--- config.mk ---
export PLATFORM = sky130hd
export DESIGN_NAME = rv_regfile_wb
export DESIGN_NICKNAME = d
export VERILOG_FILES = /design/src/rtl/rv_regfile_wb.sv
export SDC_FILE = /design/constraint.sdc
export NUM_CORES = 2
export LEC_CHECK = 0
export BUFFER_PORTS_ARGS = -buffer_cell sky130_fd_sc_hd__buf_2
export CAP_MARGIN = 40
export CORE_UTILIZATION = 42
export DETAILED_ROUTE_END_ITERATION = 10
export RECOVER_POWER = 25
export SYNTH_ARGS = -nofsm -noshare
export SYNTH_HDL_FRONTEND = slang
export SYNTH_SLANG_ARGS = --single-unit
--- constraint.sdc ---
create_clock -name clk -period 6.3 [get_ports clk]
set_input_delay 0.315 -clock clk [delete_from_list [all_inputs] [get_ports clk]]
set_output_delay 0.315 -clock clk [all_outputs]
set_load 0.005 [all_outputs]
--- src/rtl/rv_regfile_wb.sv ---
// 32 x XLEN RISC-V register file with a one-entry write-back staging register and read bypass.
// Optional committed-write counter (port wcnt) enabled by defining REGFILE_WCNT_EN.
module rv_regfile_wb #(
   parameter int XLEN = 32,
   parameter int NREG = 32
) (
   input  logic            clk,
   input  logic            rst_n,
   input  logic            we3,
   input  logic [4:0]      a3,
   input  logic [XLEN-1:0] wd3,
   input  logic [4:0]      a1,
   input  logic [4:0]      a2,
   output logic [XLEN-1:0] rd1,
   output logic [XLEN-1:0] rd2,
   output logic            wb_busy
`ifdef REGFILE_WCNT_EN
   ,
   output logic [31:0]     wcnt
`endif
);

   // x0 has no storage; index 0 is never written or read from the array.
   logic [XLEN-1:0] regs [1:NREG-1];

   logic            stg_v;
   logic [4:0]      stg_a;
   logic [XLEN-1:0] stg_d;

   // Capture into staging and commit the previous staged write on the same edge.
   always_ff @(posedge clk or negedge rst_n) begin
      if (!rst_n) begin
         stg_v <= 1'b0;
         stg_a <= '0;
         stg_d <= '0;
         for (int i = 1; i < NREG; i++) begin
            regs[i] <= '0;
         end
      end else begin
         stg_v <= we3 && (a3 != 5'd0);
         stg_a <= a3;
         stg_d <= wd3;
         if (stg_v) begin
            regs[stg_a] <= stg_d;
         end
      end
   end

`ifdef REGFILE_WCNT_EN
   always_ff @(posedge clk or negedge rst_n) begin
      if (!rst_n) begin
         wcnt <= '0;
      end else if (stg_v) begin
         wcnt <= wcnt + 32'd1;
      end
   end
`endif

   // Staged data takes priority over the array so a write is visible the cycle after it is presented.
   always_comb begin
      rd1 = '0;
      if (a1 != 5'd0) begin
         if (stg_v && (stg_a == a1)) begin
            rd1 = stg_d;
         end else begin
            rd1 = regs[a1];
         end
      end
   end

   always_comb begin
      rd2 = '0;
      if (a2 != 5'd0) begin
         if (stg_v && (stg_a == a2)) begin
            rd2 = stg_d;
         end else begin
            rd2 = regs[a2];
         end
      end
   end

   assign wb_busy = stg_v;

endmodule

; Word level (Yosys, flattened, before mapping)
; Index checks and enable logic that the tools add are counted.
[classes]
magnitude_cmp = 4
mux = 13
reduce_logical = 7
bitwise_logic = 3
n_eq_ne = 2
[op_table]
columns = cell, n
row1 = $bwmux W992, 1
row2 = $bmux W32 S5, 2
row3 = $mux W32, 9
row4 = $demux W32 S5, 1
row5 = $ge A6 B6 Y1 const B, 3
row6 = $not A5 Y6, 3
row7 = $reduce_bool A5 Y1, 3
row8 = $eq A5 B5 Y1, 2
row9 = $lt A6 B1 Y1 const B, 1
row10 = $logic_and A1 B1 Y1, 4
[totals]
out_inout_bits = 65
register_bits = 1030
input_bits = 50

; Logic depth before layout (Yosys ltp)
[depth]
ltp_word = 6
mapped_depth = 10
ltp_nobuf = 5

; Worst setup path after synthesis
; Ideal clock, no wire load.
[synth_timing]
path_type = input port to output port
start = input a1[0]
end = output rd1[13]
setup_slack_ps = 4013
arrival_time_ps = 1972
cell_stages = 8
required_ps = 5985
cell_sequence = buf_2 > buf_2 > buf_2 > mux4_2 > a22oi_1 > nand2_1 > a211oi_1 > a21oi_1
[synth_via]
elab_chain_len = 6
elab_cells_between_ends = 9
classes_between = 1 x eq/ne / 5 x mux / 1 x bitwise / 2 x reduce/logical
[synth_lines]
columns = element, line_no
row1 = "start, declared", 12  ; input logic [4:0] a1,
row2 = $not A5 Y6 (implied by the code), 66  ; rd1 = regs[a1];
row3 = $bmux W32 S5, 66
row4 = $mux W32 (implied by the code) (2 in a row), 66
row5 = $mux W32, 63  ; if (stg_v && (stg_a == a1)) begin
row6 = $mux W32 (*), 62  ; if (a1 != 5'd0) begin
row7 = "end, declared", 14  ; output logic [XLEN-1:0] rd1,
; Mark *: on every way between the ends. The rest lies on a longest branch, timed or not. The select of a mux whose other input is x is not followed.

==> impl.org <==
** Run status
- The run finished, with violations left.
- Failing checks :: capacitance limit, slew limit

** Timing
- Total Neg Setup Slack :: 0 ps
- The number of max-slew violations in the final report is 342.
- For the pin with the worst max-slew slack, the measured transition is 3770 ps.
- Crit share post-route :: 0.669
- Clk_skew :: 35.7 ps
- Total setup violations reported at the end of the flow :: 0
- Final Hold Violating Endpoints :: 0
- Maximum frequency from static timing analysis :: 237 MHz
- Slew headroom :: -1.51
- For the finished layout, the period the worst path requires is 4220 ps.
- Setup repair after global routing missed its margin :: false

** GRT
- Antenna violations before repair :: 6
- Pin count of the biggest net entering global routing :: 171
- For this run, the total global-route usage over all layers was measured as 0.283.
- The total overflow left after global routing is 0.
- Number of global-route vias before repair :: 36.8k
- Global-route wire length before repair :: 271000 um

** Die
- Width of the die :: 363 um
- CORE AREA :: 129000 um2
- For this configuration, the core starts out at a cell density of 0.423.
- Y dimension of the die :: 363 um
- The die covers 132000 um2.
- # rows :: 132
- Pin placement for this block handled 115 I/O pins.

** Detailed routing
- Dividing the detail-routed wire length by the instance count gives 32.9 um.
- Remaining design rule violation count :: 0
- Final antenna-violating net count :: 0
- Detailed Route Iter0 Violations :: 3698
- For this block, the routed nets add up to 184000 um of wire.
- Via total after detailed routing :: 36.4k
- Number of iterations in the first detailed-routing pass :: 5
- In the routed layout, each cell is associated on average with a via count of 6.49.

** Critical path
- The worst register-to-register path ends at regs[243].
- For flop-to-flop paths, the worst setup slack is 3200 ps.
- For the worst setup path, the data arrival time is 4200 ps.
- Classification of the worst setup path :: in2async
- Data required time of the worst path :: 6280 ps
- In this run the worst path has a maximum fanout of 96.
- The worst setup path is launched from an input pin.
- Worst r2r path cells :: 4
- Startpoint of the worst-slack reg-to-reg timing path :: stg_a[0]
- Critical path endpoint category :: async pin

** Logic synthesis
- The share of the Yosys chip area taken by registers is 0.471.
- The netlist uses 55 different library cells.
- Most used flip-flop cell after synthesis :: sky130_fd_sc_hd__dfrtp_1
- For this run, the number of Yosys warnings is 0.
- Instance count of the mapped netlist :: 3769
- After synthesis the netlist holds a flip-flop and latch count of 1030.
- Counting every net in the synthesized netlist gives 3819.
- By area the synthesized netlist is led by sky130_fd_sc_hd__dfrtp_1, sky130_fd_sc_hd__mux2_2, sky130_fd_sc_hd__mux4_2, sky130_fd_sc_hd__clkbuf_1, sky130_fd_sc_hd__mux2i_1.
- Async set-or-reset flop fraction in the synthesized netlist :: 1.00
- Post-synth EDFFs :: 0
- The share of synthesized area in the top cell type comes to 0.471.
- Post-synthesis instance area :: 54700 um2
- Cell type with the highest aggregate area in the netlist :: sky130_fd_sc_hd__dfrtp_1
- Avg Inst Size Synth :: 14.5 um2

** Power
- Cell Pwr Density :: 320 nW/um2
- Leakage power :: 26.5 nW
- The worst-case IR drop observed on VDD is 241 uV.

** CTS
- Clock latency on the worst-skew pair, taken at its later pin, is 770 ps.
- The number of gates resized after CTS was 0.
- Post-CTS setup buffer count :: 0
- The tree built by TritonCTS fans out to 1030 sinks.
- CTS built an H-tree with a depth of 3.
- TritonCTS built the clock tree.
- The cell sitting at the root of the clock tree is a sky130_fd_sc_hd__clkbuf_16.
- Number of buffers inserted during clock tree synthesis :: 113
- Register clock-pin slew on the reported worst setup and hold paths :: 60 ps
- For this design, the CTS-stage hold fixing added 39 buffers.
- Clock Tree Buf Depth :: 3

** Place
- Detailed placement ended at an HPWL of 110000 um.
- Instance area after placement :: 57500 um2
- Final estimated routing congestion in global placement :: 0.833
- During placement, the flow inserted port buffers numbering 114.

** Min path
- The worst hold path terminates at stg_d[29].
- Min-delay src :: wd3[29]
- Cell count of the worst hold path :: 2
- The path class of the tightest hold or removal check is in2reg.

** Job
- The tool flagged a number of max-cap violations equal to 6.

** Cells and area
- Relative to the synthesized area, the layout overhead comes to 12.7%.
- Nets :: 3833
- Of the cells placed in the final design, the portion with a size suffix greater than 1 is 0.507.
- Post-route cell area :: 61700 um2
[cell usage after synthesis (4+ instances only)]
cell and number:
sky130_fd_sc_hd__inv_1 10, sky130_fd_sc_hd__xnor2_1 10, sky130_fd_sc_hd__dfrtp_1 1030, sky130_fd_sc_hd__nand2_1 127
sky130_fd_sc_hd__o41ai_1 19, sky130_fd_sc_hd__a31oi_1 11, sky130_fd_sc_hd__mux4_1 17, sky130_fd_sc_hd__a21o_1 9
sky130_fd_sc_hd__nand3_1 13, sky130_fd_sc_hd__or2_2 4, sky130_fd_sc_hd__buf_1 65, sky130_fd_sc_hd__buf_4 21
sky130_fd_sc_hd__buf_2 114, sky130_fd_sc_hd__nor2b_1 36, sky130_fd_sc_hd__a211o_1 9, sky130_fd_sc_hd__mux2_2 1096
sky130_fd_sc_hd__nor2_1 50, sky130_fd_sc_hd__o2111ai_1 7, sky130_fd_sc_hd__nor3b_1 5, sky130_fd_sc_hd__a21oi_1 49
sky130_fd_sc_hd__nand4_1 4, sky130_fd_sc_hd__clkbuf_1 186, sky130_fd_sc_hd__o22ai_1 48, sky130_fd_sc_hd__o21ai_0 61
sky130_fd_sc_hd__buf_6 8, sky130_fd_sc_hd__mux2i_1 66, sky130_fd_sc_hd__nor3_1 28, sky130_fd_sc_hd__o211ai_1 6
sky130_fd_sc_hd__a221oi_1 42, sky130_fd_sc_hd__nand3b_1 4, sky130_fd_sc_hd__a32o_1 7, sky130_fd_sc_hd__a22oi_1 71
sky130_fd_sc_hd__nor4_1 6, sky130_fd_sc_hd__a22o_1 29, sky130_fd_sc_hd__nand2b_1 7, sky130_fd_sc_hd__and3_1 13
sky130_fd_sc_hd__a211oi_1 52, sky130_fd_sc_hd__mux2_1 8, sky130_fd_sc_hd__mux4_2 397, sky130_fd_sc_hd__and3b_1 4
[metrics by stage]
stage	utilization	worst slack (ps)	hold slack (ps)	instances	power, mW
after floorplan	-	4010	19.4	3769	11.5
after global placement	0.441	2160	423	5350	12.7
after detailed placement	0.445	2440	424	5371	12.8
after CTS	0.478	2230	140	5613	19.8
after global routing	0.477	1250	182	5613	20.6
final	0.477	2080	186	5614	19.8
[registers in the layout (all words and copies together), names as in the netlist]
signal and count:
stg_a 5, stg_d 32, regs 992, wb_busy 1
[power by group]
group	internal, mW	total [mW]	switching, mW
sequential	7.87	8.80	0.937
combinational	2.33	3.94	1.61
clock	4.17	7.03	2.86
total	14.4	19.8	5.41
[routing by layer]
metal / track usage / share of wire
met1: 0.396 / 0.42
met2: 0.438 / 0.47
met3: 0.0547 / 0.076
met4: 0.105 / 0.037
met5: 0 / 0.00022
[critical path: stages]
cell and delay [ps]:
sky130_fd_sc_hd__dlygate4sd3_1 570, sky130_fd_sc_hd__buf_8 540, sky130_fd_sc_hd__clkbuf_1 2690
[cell type report]
cell class | count | area, um2
Antenna cell | 1 | 2.50
Clock buffer | 167 | 3330
Clock inverter | 36 | 563
Fill cell | 11300 | 67600
Inverter | 10 | 37.5
Multi-Input combinational cell | 2328 | 27300
Sequential cell | 1030 | 25800
Tap cell | 1742 | 2180
Timing Repair Buffer | 300 | 2530
[kinds of logic after synthesis]
logic type / synth area share
buffers and inverters: 0.0347
muxes: 0.411
DFF: 0.471
xor gates and xnor gates: 0.00160
AOI/OAI and AO/OA: 0.0549
and+or+nand+nor: 0.0272
[placed cells by master (no fill, tap or decap), drive strengths merged, types with 52 or more instances in the layout]
master,count
a211oi,52
a22oi,71
buf,242
clkbuf,186
dfrtp,1030
mux2,1104
mux2i,66
mux4,414
nand2,127
o21ai,61
[how the worst max path moves through the flow]
| stage | start | end | slack (ps) | cells past startpoint |
|---|---|---|---|---|
| after floorplan | a1[0] | rd1[13] | 4010 | 8 |
| after global placement | a2[3] | rd2[11] | 2160 | 6 |
| after detailed placement | a2[1] | rd2[2] | 2440 | 7 |
| after CTS | stg_a[3] | rd1[0] | 2230 | 7 |
| after global routing | rst_n | regs[498] | 1250 | 3 |
| final | rst_n | regs[978] | 2080 | 3 |
Power figures use the tool's default switching activity.
